## config.mk

```make
export PLATFORM = sky130hd
export DESIGN_NAME = hypercpu_membus
export DESIGN_NICKNAME = d
export VERILOG_FILES = /design/src/rtl/hypercpu_membus.sv
export SDC_FILE = /design/constraint.sdc
export NUM_CORES = 1
export LEC_CHECK = 0
export BUFFER_PORTS_ARGS = -buffer_cell sky130_fd_sc_hd__buf_4
export CELL_PAD_IN_SITES_DETAIL_PLACEMENT = 1
export CELL_PAD_IN_SITES_GLOBAL_PLACEMENT = 2
export CORE_MARGIN = 4
export CORE_UTILIZATION = 38
export CTS_CLUSTER_DIAMETER = 50
export DETAILED_ROUTE_END_ITERATION = 10
export GPL_ROUTABILITY_DRIVEN = 1
export PLACE_DENSITY_LB_ADDON = 0.1
export SYNTH_ARGS = -nofsm -noshare
export SYNTH_HDL_FRONTEND = slang
export SYNTH_SLANG_ARGS = --single-unit
```

## constraint.sdc

```tcl
create_clock -name mclk -period 7.05 [get_ports mclk]
set_clock_uncertainty 0.1 [all_clocks]
set_input_delay 1.41 -clock mclk [delete_from_list [all_inputs] [get_ports mclk]]
set_output_delay 1.41 -clock mclk [all_outputs]
set_load 0.05 [all_outputs]
```

## src/rtl/hypercpu_membus.sv

```systemverilog
// CPU-to-memory bus bridge with a one-entry fetch buffer and bus wait timeout.
// Fetches hitting the buffer complete without a bus cycle; stores write through to it.
module hypercpu_membus #(
    parameter int unsigned TIMEOUT_CYCLES = 255
) (
    input  logic        mclk,
    input  logic        reset,
    input  logic        cpu_req,
    input  logic        cpu_phase,
    input  logic [31:0] cpu_addr,
    input  logic [31:0] cpu_wdata,
    input  logic        cpu_we,
    output logic [31:0] cpu_rdata,
    output logic        cpu_done,
    output logic        cpu_err,
    output logic        bus_valid,
    input  logic        bus_ready,
    output logic [31:0] bus_addr,
    output logic [31:0] bus_wdata,
    output logic        bus_we,
    input  logic [31:0] bus_rdata
);

    typedef enum logic [1:0] {
        IDLE = 2'd0,
        BUS  = 2'd1,
        DONE = 2'd2
    } state_t;

    localparam logic [15:0] TMO = 16'(TIMEOUT_CYCLES);

    state_t      state, state_nxt;
    logic [15:0] wait_cnt, wait_cnt_nxt;
    logic        cap_phase, cap_phase_nxt;
    logic        fb_valid, fb_valid_nxt;
    logic [31:0] fb_addr, fb_addr_nxt;
    logic [31:0] fb_data, fb_data_nxt;

    logic [31:0] cpu_rdata_nxt;
    logic        cpu_done_nxt, cpu_err_nxt;
    logic        bus_valid_nxt, bus_we_nxt;
    logic [31:0] bus_addr_nxt, bus_wdata_nxt;

    logic        fb_hit;

    // Only fetches may hit; loads and stores always go to the bus.
    assign fb_hit = !cpu_phase && fb_valid && (cpu_addr == fb_addr);

    always_comb begin
        state_nxt     = state;
        wait_cnt_nxt  = wait_cnt;
        cap_phase_nxt = cap_phase;
        fb_valid_nxt  = fb_valid;
        fb_addr_nxt   = fb_addr;
        fb_data_nxt   = fb_data;
        cpu_rdata_nxt = cpu_rdata;
        cpu_done_nxt  = 1'b0;
        cpu_err_nxt   = 1'b0;
        bus_valid_nxt = bus_valid;
        bus_we_nxt    = bus_we;
        bus_addr_nxt  = bus_addr;
        bus_wdata_nxt = bus_wdata;

        case (state)
            IDLE: begin
                if (cpu_req) begin
                    cap_phase_nxt = cpu_phase;
                    if (fb_hit) begin
                        state_nxt     = DONE;
                        cpu_done_nxt  = 1'b1;
                        cpu_rdata_nxt = fb_data;
                    end else begin
                        state_nxt     = BUS;
                        wait_cnt_nxt  = '0;
                        bus_valid_nxt = 1'b1;
                        bus_addr_nxt  = cpu_addr;
                        bus_wdata_nxt = cpu_wdata;
                        bus_we_nxt    = cpu_we & cpu_phase;
                    end
                end
            end

            BUS: begin
                // Ready wins over timeout when both land in the same cycle.
                if (bus_ready) begin
                    state_nxt     = DONE;
                    bus_valid_nxt = 1'b0;
                    bus_we_nxt    = 1'b0;
                    cpu_done_nxt  = 1'b1;
                    if (!bus_we) cpu_rdata_nxt = bus_rdata;
                    if (!cap_phase) begin
                        fb_valid_nxt = 1'b1;
                        fb_addr_nxt  = bus_addr;
                        fb_data_nxt  = bus_rdata;
                    end else if (bus_we && fb_valid && (bus_addr == fb_addr)) begin
                        fb_data_nxt = bus_wdata;
                    end
                end else if (wait_cnt >= TMO) begin
                    state_nxt     = DONE;
                    bus_valid_nxt = 1'b0;
                    bus_we_nxt    = 1'b0;
                    cpu_done_nxt  = 1'b1;
                    cpu_err_nxt   = 1'b1;
                    cpu_rdata_nxt = 32'hFFFF_FFFF;
                end else begin
                    wait_cnt_nxt = wait_cnt + 16'd1;
                end
            end

            DONE: state_nxt = IDLE;

            default: state_nxt = IDLE;
        endcase
    end

    always_ff @(posedge mclk or negedge reset) begin
        if (!reset) begin
            state     <= IDLE;
            wait_cnt  <= '0;
            cap_phase <= 1'b0;
            fb_valid  <= 1'b0;
            fb_addr   <= '0;
            fb_data   <= '0;
            cpu_rdata <= '0;
            cpu_done  <= 1'b0;
            cpu_err   <= 1'b0;
            bus_valid <= 1'b0;
            bus_we    <= 1'b0;
            bus_addr  <= '0;
            bus_wdata <= '0;
        end else begin
            state     <= state_nxt;
            wait_cnt  <= wait_cnt_nxt;
            cap_phase <= cap_phase_nxt;
            fb_valid  <= fb_valid_nxt;
            fb_addr   <= fb_addr_nxt;
            fb_data   <= fb_data_nxt;
            cpu_rdata <= cpu_rdata_nxt;
            cpu_done  <= cpu_done_nxt;
            cpu_err   <= cpu_err_nxt;
            bus_valid <= bus_valid_nxt;
            bus_we    <= bus_we_nxt;
            bus_addr  <= bus_addr_nxt;
            bus_wdata <= bus_wdata_nxt;
        end
    end

endmodule
```

==> flow_metrics.py <==
metrics = {
    "run_status": {
        "outcome": "complete, no violations",
    },
    "timing": {
        "period_needed_ps": 3900,
        "finalMaxSlewViolations": 0,
        "fmax_ghz": 0.256,
        "maxSlewHeadroom": 0.280,
        "tns_ps": 0,
        "fin_crit_sh": 0.553,
        "hold_viol_final": 0,
        "grt_setup_unrepaired": "false",
        "setup_viol": 0,
        "worst-slew-pin-transition_ps": 1080,
        "whs_ps": 392,
    },
    "pwr": {
        "power_density_nw_per_um2": 507,
        "p_sw_frac": 0.442,
        "p_comb_frac": 0.480,
        "p_seq_frac": 0.350,
        "finalPower_mw": 5.52,
        "power_leakage_nw": 4.87,
        "p_switching_mw": 2.44,
        "p_clk_frac": 0.170,
        "internal-power_mw": 3.08,
        "ir_drop_v": 0.000234,
    },
    "worst_setup_path": {
        "arrival_ps": 4100,
        "cp.required_ps": 7250,
        "endpoint_kind": "register",
        "crit_type": "in -> reg",
        "path_max_fanout": 56,
        "startpoint_type": "input port",
    },
    "drt": {
        "drc": 0,
        "drt_iter0_drc": 227,
        "drt-vias-per-instance": 5.05,
        "vias": 6044,
        "wl_mm": 22.8,
        "dr.pass1.iters": 4,
        "antenna_left": 0,
        "wl_per_cell_um": 19.1,
    },
    "finish": {
        "syn_to_final_growth_pct": 27.8,
        "final_nets": 1006,
        "seq_area_um2": 4610,
        "multi_input_area_um2": 3650,
        "nFillCells": 2363,
        "n_antenna_cell": 0,
        "drive_gt1_frac": 0.409,
    },
    "cts": {
        "root_buffer": "clkbuf_16",
        "tritoncts": "done",
        "postCtsSetupBuffers": 0,
        "clk_transition_reported_paths_ps": 70,
        "h-tree-depth": 4,
        "cts.sinks": 184,
        "clk_latency_ps": 420,
        "cts_buffers": 17,
        "cts_resized": 0,
        "ctsHoldBuffers": 0,
        "cts_buffer_depth": 2,
    },
    "synthesis": {
        "synth_area_leaders": "dfrtp_1 (54%), mux2_2 (17%), xnor2_1 (5.8%)",
        "syn_avg_cell_area_um2": 12.0,
        "synth_top_area_share": 0.541,
        "synth-seq-cells": 184,
        "yosys.area.top_type": "dfrtp_1",
        "synth_cells": 712,
        "yosysWarningCount": 0,
        "post_synth_num_cell_types": 39,
        "yosysSeqAreaShare": 0.541,
        "syn_nets": 815,
        "syn_area_um2": 8510,
    },
    "global_routing": {
        "grt.overflow.total": 0,
        "grt_usage": 0.183,
        "grt_pass1_wl_mm": 36.1,
        "grt_max_degree": 74,
        "antenna_found_initial": 0,
        "grt_pass1_vias": 6710,
    },
    "floorplanning": {
        "start_util": 0.388,
        "die_height_um": 158,
        "io_pins": 202,
        "core-area_um2": 22000,
        "rows": 54,
        "die_area_um2": 24900,
        "die_x_um": 158,
    },
    "placed_design": {
        "io_buffers": 201,
        "gp_congestion": 0.772,
        "dp_hpwl_mm": 16.1,
    },
    "run": {
        "cap_violations": 0,
    },
    "hold_path": {
        "hold_class": "reg -> reg",
    },
}
## kinds of logic (layout without fill, tap and decap cells)
family / after synthesis / count (layout) / share of synthesized area
AO/OA/AOI/OAI: 87 / 87 / 0.0637
buffers and inverters: 71 / 275 / 0.0357
flip-flops: 184 / 184 / 0.541
AND/OR/NAND/NOR: 144 / 144 / 0.0791
adder cells (fa/ha/maj): 1 / 1 / 0.00147
XOR/XNOR: 61 / 61 / 0.0628
multiplexers: 164 / 164 / 0.216
## placed cells by master (no fill, tap or decap), drive strengths merged
cell and n:
buf 208, dfrtp 184, mux2 159, xnor2 56, nand2 51, nor2 41
o21ai 40, a31oi 36, inv 35, clkbuf 21, nand4 13, nor2b 11
nor3 8, nor4 6, nand3 5, xor2 5, mux2i 5, clkinvlp 5
clkinv 4, and3 3, nand2b 2, a21o 2, o22ai 2, bufinv 2
a311oi 2, and4b 1, and4 1, a211oi 1, a41oi 1, nor3b 1
a21oi 1, o221ai 1, a222oi 1, or2 1, ha 1
## power by group through the flow
stage	sequential, mW	combinational, mW	clock [mW]
floorplan	2.75	1.00	0
global route	2.01	2.83	1.01
detailed placement	1.95	2.68	0
CTS	1.94	2.69	0.966
finish	1.93	2.65	0.937
global placement	1.91	2.62	0
## sequential cells by signal (all words and copies together), names as in the netlist
name	flops
fb_addr	32
state	2
cpu_done	1
bus_valid	1
bus_wdata	32
cpu_err	1
fb_valid	1
cpu_rdata	32
cap_phase	1
wait_cnt	16
fb_data	32
bus_we	1
bus_addr	32
## area by class of cell
cell class / instances / area share
Sequential cell: 184 / 0.423
Multi-Input combinational cell: 457 / 0.336
Timing Repair Buffer: 208 / 0.144
Clock buffer: 21 / 0.0414
Tap cell: 280 / 0.0322
Inverter: 35 / 0.0121
Clock inverter: 11 / 0.0115
## worst max-delay path, stage by stage
cell and delay, ps:
buf_4 120, xor2_1 200, nor2_1 70, and4b_1 230, a31oi_4 840, buf_4 700
mux2_2 420
## cell usage after synthesis (all sizes together)
library cell	instances
a211oi	1
a21o	2
a21oi	1
a222oi	1
a311oi	2
a31oi	36
a41oi	1
and3	3
and4	1
and4b	1
buf	18
clkbuf	18
dfrtp	184
ha	1
inv	35
mux2	159
mux2i	5
nand2	51
nand2b	2
nand3	5
nand4	13
nor2	41
nor2b	11
nor3	8
nor3b	1
nor4	6
o21ai	40
o221ai	1
o22ai	2
or2	1
xnor2	56
xor2	5
## per-layer routing
layer  global-route usage  routed length (µm)
met1                0.246               10200
met2                0.308               11300
met3               0.0361                1050
met4               0.0434                 224
met5                    0                   0
## per-stage QoR
stage	setup WS (ps)	cell area [µm²]	std cells	utilization
after floorplan	3960	8510	712	-
after global placement	2780	10300	1164	0.469
after detailed placement	2660	10300	1164	0.469
after CTS	3120	10900	1196	0.495
after global routing	2990	10900	1196	0.495
final	3150	10900	1196	0.495
## final timing paths
check | from | depth (start not counted) | slack (ps) | endpoint
min reg2reg | bus_valid | 1 | 390 | bus_valid
max reg2reg | fb_addr[15] | 6 | 3830 | bus_addr[11]
min | bus_valid | 1 | 390 | bus_valid
max in group asynchronous | reset | 2 | 4620 | fb_addr[9]
max | cpu_addr[15] | 7 | 3150 | bus_addr[11]
min in group asynchronous | reset | 1 | 860 | bus_wdata[24]
Note: power is estimated with default switching activity, not from simulation.
